`src/rtl/jam_pkg.sv`:
```
// Shared widths, state encoding and reset constants for the JAM cost
// accumulate / minimum tracker.
package jam_pkg;

    localparam int COST_W    = 7;
    localparam int SUM_W     = 10;
    localparam int N_TERMS   = 8;
    localparam int CNT_W     = 4;
    localparam int CNT_IDX_W = 3;

    localparam logic [SUM_W-1:0]     MINCOST_INIT = '1;
    localparam logic [CNT_W-1:0]     MATCH_MAX    = '1;
    localparam logic [CNT_IDX_W-1:0] LAST_TERM    = CNT_IDX_W'(N_TERMS - 1);

    typedef enum logic [1:0] {
        IDLE = 2'd0,
        ACC  = 2'd1,
        CMP  = 2'd2
    } state_t;

endpackage

```
`src/rtl/cal_cost_2.sv`:
```
// Sums N_TERMS successive costs per start pulse, then folds the total into a
// running minimum and a count of assignments that reached that minimum.
import jam_pkg::*;

module cal_cost_2 (
    input  logic              CLK,
    input  logic              RST,
    input  logic [COST_W-1:0] Cost,
    input  logic              start,
    output logic [CNT_W-1:0]  MatchCount,
    output logic [SUM_W-1:0]  MinCost,
    output logic              done
);

    state_t                 state, state_nxt;
    logic [SUM_W-1:0]       acc;
    logic [CNT_IDX_W-1:0]   cnt;

    function automatic logic [CNT_W-1:0] sat_inc(input logic [CNT_W-1:0] c);
        return (c == MATCH_MAX) ? c : c + CNT_W'(1);
    endfunction

    always_comb begin
        state_nxt = state;
        case (state)
            IDLE:    if (start) state_nxt = ACC;
            ACC:     if (cnt == LAST_TERM) state_nxt = CMP;
            CMP:     state_nxt = IDLE;
            default: state_nxt = IDLE;
        endcase
    end

    always_ff @(posedge CLK) begin
        if (RST) begin
            state <= IDLE;
        end else begin
            state <= state_nxt;
        end
    end

    // Datapath: cnt counts samples already taken, so the first sample lands in IDLE.
    always_ff @(posedge CLK) begin
        if (RST) begin
            acc        <= '0;
            cnt        <= '0;
            done       <= 1'b0;
            MinCost    <= MINCOST_INIT;
            MatchCount <= '0;
        end else begin
            case (state)
                IDLE: begin
                    done <= 1'b0;
                    if (start) begin
                        acc <= SUM_W'(Cost);
                        cnt <= CNT_IDX_W'(1);
                    end
                end
                ACC: begin
                    acc <= acc + SUM_W'(Cost);
                    cnt <= cnt + CNT_IDX_W'(1);
                end
                CMP: begin
                    done <= 1'b1;
                    if (acc < MinCost) begin
                        MinCost    <= acc;
                        MatchCount <= CNT_W'(1);
                    end else if (acc == MinCost) begin
                        MatchCount <= sat_inc(MatchCount);
                    end
                end
                default: begin
                    done <= 1'b0;
                end
            endcase
        end
    end

endmodule

```
`config.mk`:
```
export PLATFORM = sky130hd
export DESIGN_NAME = cal_cost_2
export DESIGN_NICKNAME = d
export VERILOG_FILES = /design/src/rtl/jam_pkg.sv /design/src/rtl/cal_cost_2.sv
export SDC_FILE = /design/constraint.sdc
export NUM_CORES = 1
export LEC_CHECK = 0
export ABC_AREA = 0
export CORE_UTILIZATION = 40
export CTS_BUF_LIST = sky130_fd_sc_hd__clkbuf_16
export CTS_CLUSTER_SIZE = 10
export DETAILED_ROUTE_END_ITERATION = 7
export PLACE_DENSITY = 0.62
export SLEW_MARGIN = 15
export SYNTH_ARGS = -nofsm -noshare
export SYNTH_HDL_FRONTEND = slang
export SYNTH_SLANG_ARGS = --single-unit
```
`constraint.sdc`:
```
create_clock -name CLK -period 2.1 [get_ports CLK]
set_input_delay 0.42 -clock CLK [delete_from_list [all_inputs] [get_ports CLK]]
set_output_delay 0.42 -clock CLK [all_outputs]
set_load 0.02 [all_outputs]
```
==> key figures, run 1 <==
Cells and area
  • Most frequent cells in the layout: buf_4, dfxtp_1, nor2_1
  • Final Util: 0.580
  • FILL cells: 421
  • Layout cells sized above 1: 0.223
  • NumNets Final: 294
  • Design area: 0.00256 mm^2
  • Most common cell after layout, fill and taps aside: buf_4
  • Register area: 607 um^2
  • Syn-to-layout area delta: 37.7%
  • Area taken by multi-input logic gates: 0.00125 mm^2
  • Diodes inserted: 0

GRT
  • GRT Total Usage: 0.184
  • Largest net degree at the start of global routing: 20
  • Initial antenna violation count: 0
  • Vias in the first global route: 1544
  • Total gr overflow: 0
  • First-pass GRT wire length: 7270 um

Setup path
  • Worst Path Buf+Inv: 1
  • Nature of the critical path startpoint: flop
  • CP max FO: 3
  • Critical Path RT: 2.26 ns
  • Crit path max-delay cell type: nor4_4
  • Crit-path max cell delay: 0.32 ns
  • Critical Path Source: MinCost[5]
  • Most used cell along the critical path: nand4_1
  • Crit Path Class: flop to flop
  • CP arrival: 2.17 ns
  • Worst-path cell chain: inv_1 > ha_1 > nand4_1 > nor4_4 > nand4_1 > and4b_1 > a311o_1
  • Worst R2R Start: MinCost[5]
  • Worst path top cell family by delay: simple AND/OR/NAND/NOR gates
  • Setup crit end kind: flop

Detailed routing
  • Via Count: 1701
  • Post-route DRC violation count: 0
  • Number of vias per cell: 5.38
  • Drt pass-1 iters: 4
  • Post-route ant nets: 0
  • DR WL/cell: 13.2 um
  • Total routed wirelength: 4180 um
  • 1st-iter DRT viols: 86

Timing
  • Tcrit/Tclk final: 0.957
  • Final Critical Period: 2.01 ns
  • Post-route setup slack: 0.0901 ns
  • Final setup violation count: 0
  • Setup Skew: 0.00185 ns
  • Worst slew pin tran: 0.349 ns
  • Final hold vios: 0
  • Slew Viols, Final: 0
  • Slew HR: 0.767
  • Final TNS setup: 0 ns
  • Worst hold slack: 0.452 ns
  • RSZ-0062 raised after global routing: true
  • Highest clock rate: 498 MHz

Clock network
  • CTS Buffer Depth: 2
  • CTS tree: yes
  • Clock sinks: 30
  • Clock Pin Slew Worst Setup and Hold Paths: 0.05 ns
  • Clk Latency, worst-skew pair: 0.27 ns
  • Total CTS buffers: 5
  • H-tree depth: 2
  • CTS root buf: clkbuf_16

Logic synthesis
  • Top cell type's share of synthesized area: 0.323
  • Synth area leader: dfxtp_1
  • Mapped Nets: 243
  • Post-synth EDFFs: 0
  • Synth area leaders: dfxtp_1, ha_1, nor2_1
  • Post-Syn Area: 0.00186 mm^2
  • Synth unique cells: 49
  • Yosys warns: 0
  • Mapped Cells: 212
  • Sequential area share after synthesis: 0.323
  • #FFs+latches synth: 30
  • Commonest register cell after synthesis: dfxtp_1
  • Syn Area/Cell: 8.78 um^2
  • Asr flop ratio synth: 0

Place
  • Dpl ws: -0.473 ns
  • # port buffers: 24
  • GPL Wtd Cong: 0.777
  • HPWL after DPL: 3120 um
  • Post-Place Cell Area: 0.00233 mm^2

Floorplanning
  • Core area: 0.00441 mm^2
  • Site row count: 24
  • Starting density of the core: 0.421
  • Die ar.: 0.00493 mm^2
  • I/O pin count: 25
  • Die X: 70.2 um
  • Die H: 70.2 um

Run
  • Max_cap viols: 0

Min path
  • Min-delay src: done
  • Hold Path Class: flop to flop

Status
  • Status: completed

Pwr
  • Pwr per Cell Area: 623 mW/mm^2
  • Static Leak: 0.00112 uW
  • VDD IR-drop max: 376 uV
## power by group
| group | internal [uW] | switching (uW) | leakage (uW) |
|---|---|---|---|
| clock network | 427 | 239 | 0.0000724 |
| registers | 592 | 19.7 | 0.000242 |
| logic | 160 | 158 | 0.000807 |
| total | 1180 | 417 | 0.00112 |
## through the flow
stage	cells	power (uW)
floorplan	212	790
global placement	305	910
detailed placement	305	911
CTS	314	1590
global route	316	1680
finish	316	1600
## cells in the mapped netlist (3+ instances only)
library cell	count
a211o_1	3
a211oi_1	4
a211oi_2	3
a21oi_1	12
a22oi_1	4
and3_1	3
clkbuf_1	6
dfxtp_1	30
ha_1	20
inv_1	13
nand2_1	20
nand2b_1	4
nand4_1	3
nor2_1	21
nor3_1	6
nor3b_1	5
nor4_1	3
o211ai_1	9
o21ai_0	5
## registers in the layout (all words and copies together) (netlist names)
register    count
MatchCount      4
done            1
state           2
MinCost        10
acc            10
cnt             3
## final timing paths
check	end	slack (ns)	cells past startpoint
hold reg to reg	done	0.45	2
hold / removal	done	0.45	2
setup reg to reg	MatchCount[3]	0.09	7
setup / recovery	MatchCount[3]	0.09	7
## kinds of logic after synthesis
logic type | share of synthesized area
adders and majority gates | 0.145
buffers and inverters | 0.0457
xor gates and xnor gates | 0.00471
AOI/OAI and AO/OA | 0.229
and+or+nand+nor | 0.230
DFF | 0.323
muxes | 0.0229
## tightest hold or removal path, delay by kind of cell (launching register included)
family | cells | cell delay (ns)
DFF | 1 | 0.30
and+or+nand+nor | 1 | 0.05
AOI/OAI and AO/OA | 1 | 0.05
## layer usage
metal  part of all wire  global-route usage  vias up
li1                   -                   -      895
met1               0.52               0.265      777
met2               0.45               0.280       25
met3              0.024              0.0404        4
met4             0.0057              0.0400        0
met5                  0                   0        -
## area by class of cell
cell class,instances,share of cell area
Inverter,14,0.0205
Timing Repair Buffer,52,0.177
Clock buffer,5,0.0488
Multi-Input combinational cell,160,0.487
Sequential cell,30,0.237
Tap cell,52,0.0254
Clock inverter,3,0.00488
## what timing repair did
| action | in CTS | in global routing |
|---|---|---|
| gates resized for setup | 8 | 7 |
| hold buffers | 0 | 0 |
| buffers inserted | 1 | 2 |
| setup endpoints to repair | 5 | 14 |
| pin swaps | 3 | 7 |
Note: power is estimated with default switching activity, not from simulation.
==> run 2: changes to the inputs <==
--- a/config.mk
+++ b/config.mk
@@ -8,10 +8,10 @@
 export ABC_AREA = 0
 export CORE_UTILIZATION = 40
 export CTS_BUF_LIST = sky130_fd_sc_hd__clkbuf_16
-export CTS_CLUSTER_SIZE = 10
+export CTS_CLUSTER_SIZE = 20
 export DETAILED_ROUTE_END_ITERATION = 7
 export PLACE_DENSITY = 0.62
-export SLEW_MARGIN = 15
+export SLEW_MARGIN = 20
 export SYNTH_ARGS = -nofsm -noshare
 export SYNTH_HDL_FRONTEND = slang
 export SYNTH_SLANG_ARGS = --single-unit
==> results of run 2 <==
Final layout, timing and power as in run 1 (identical DEF).
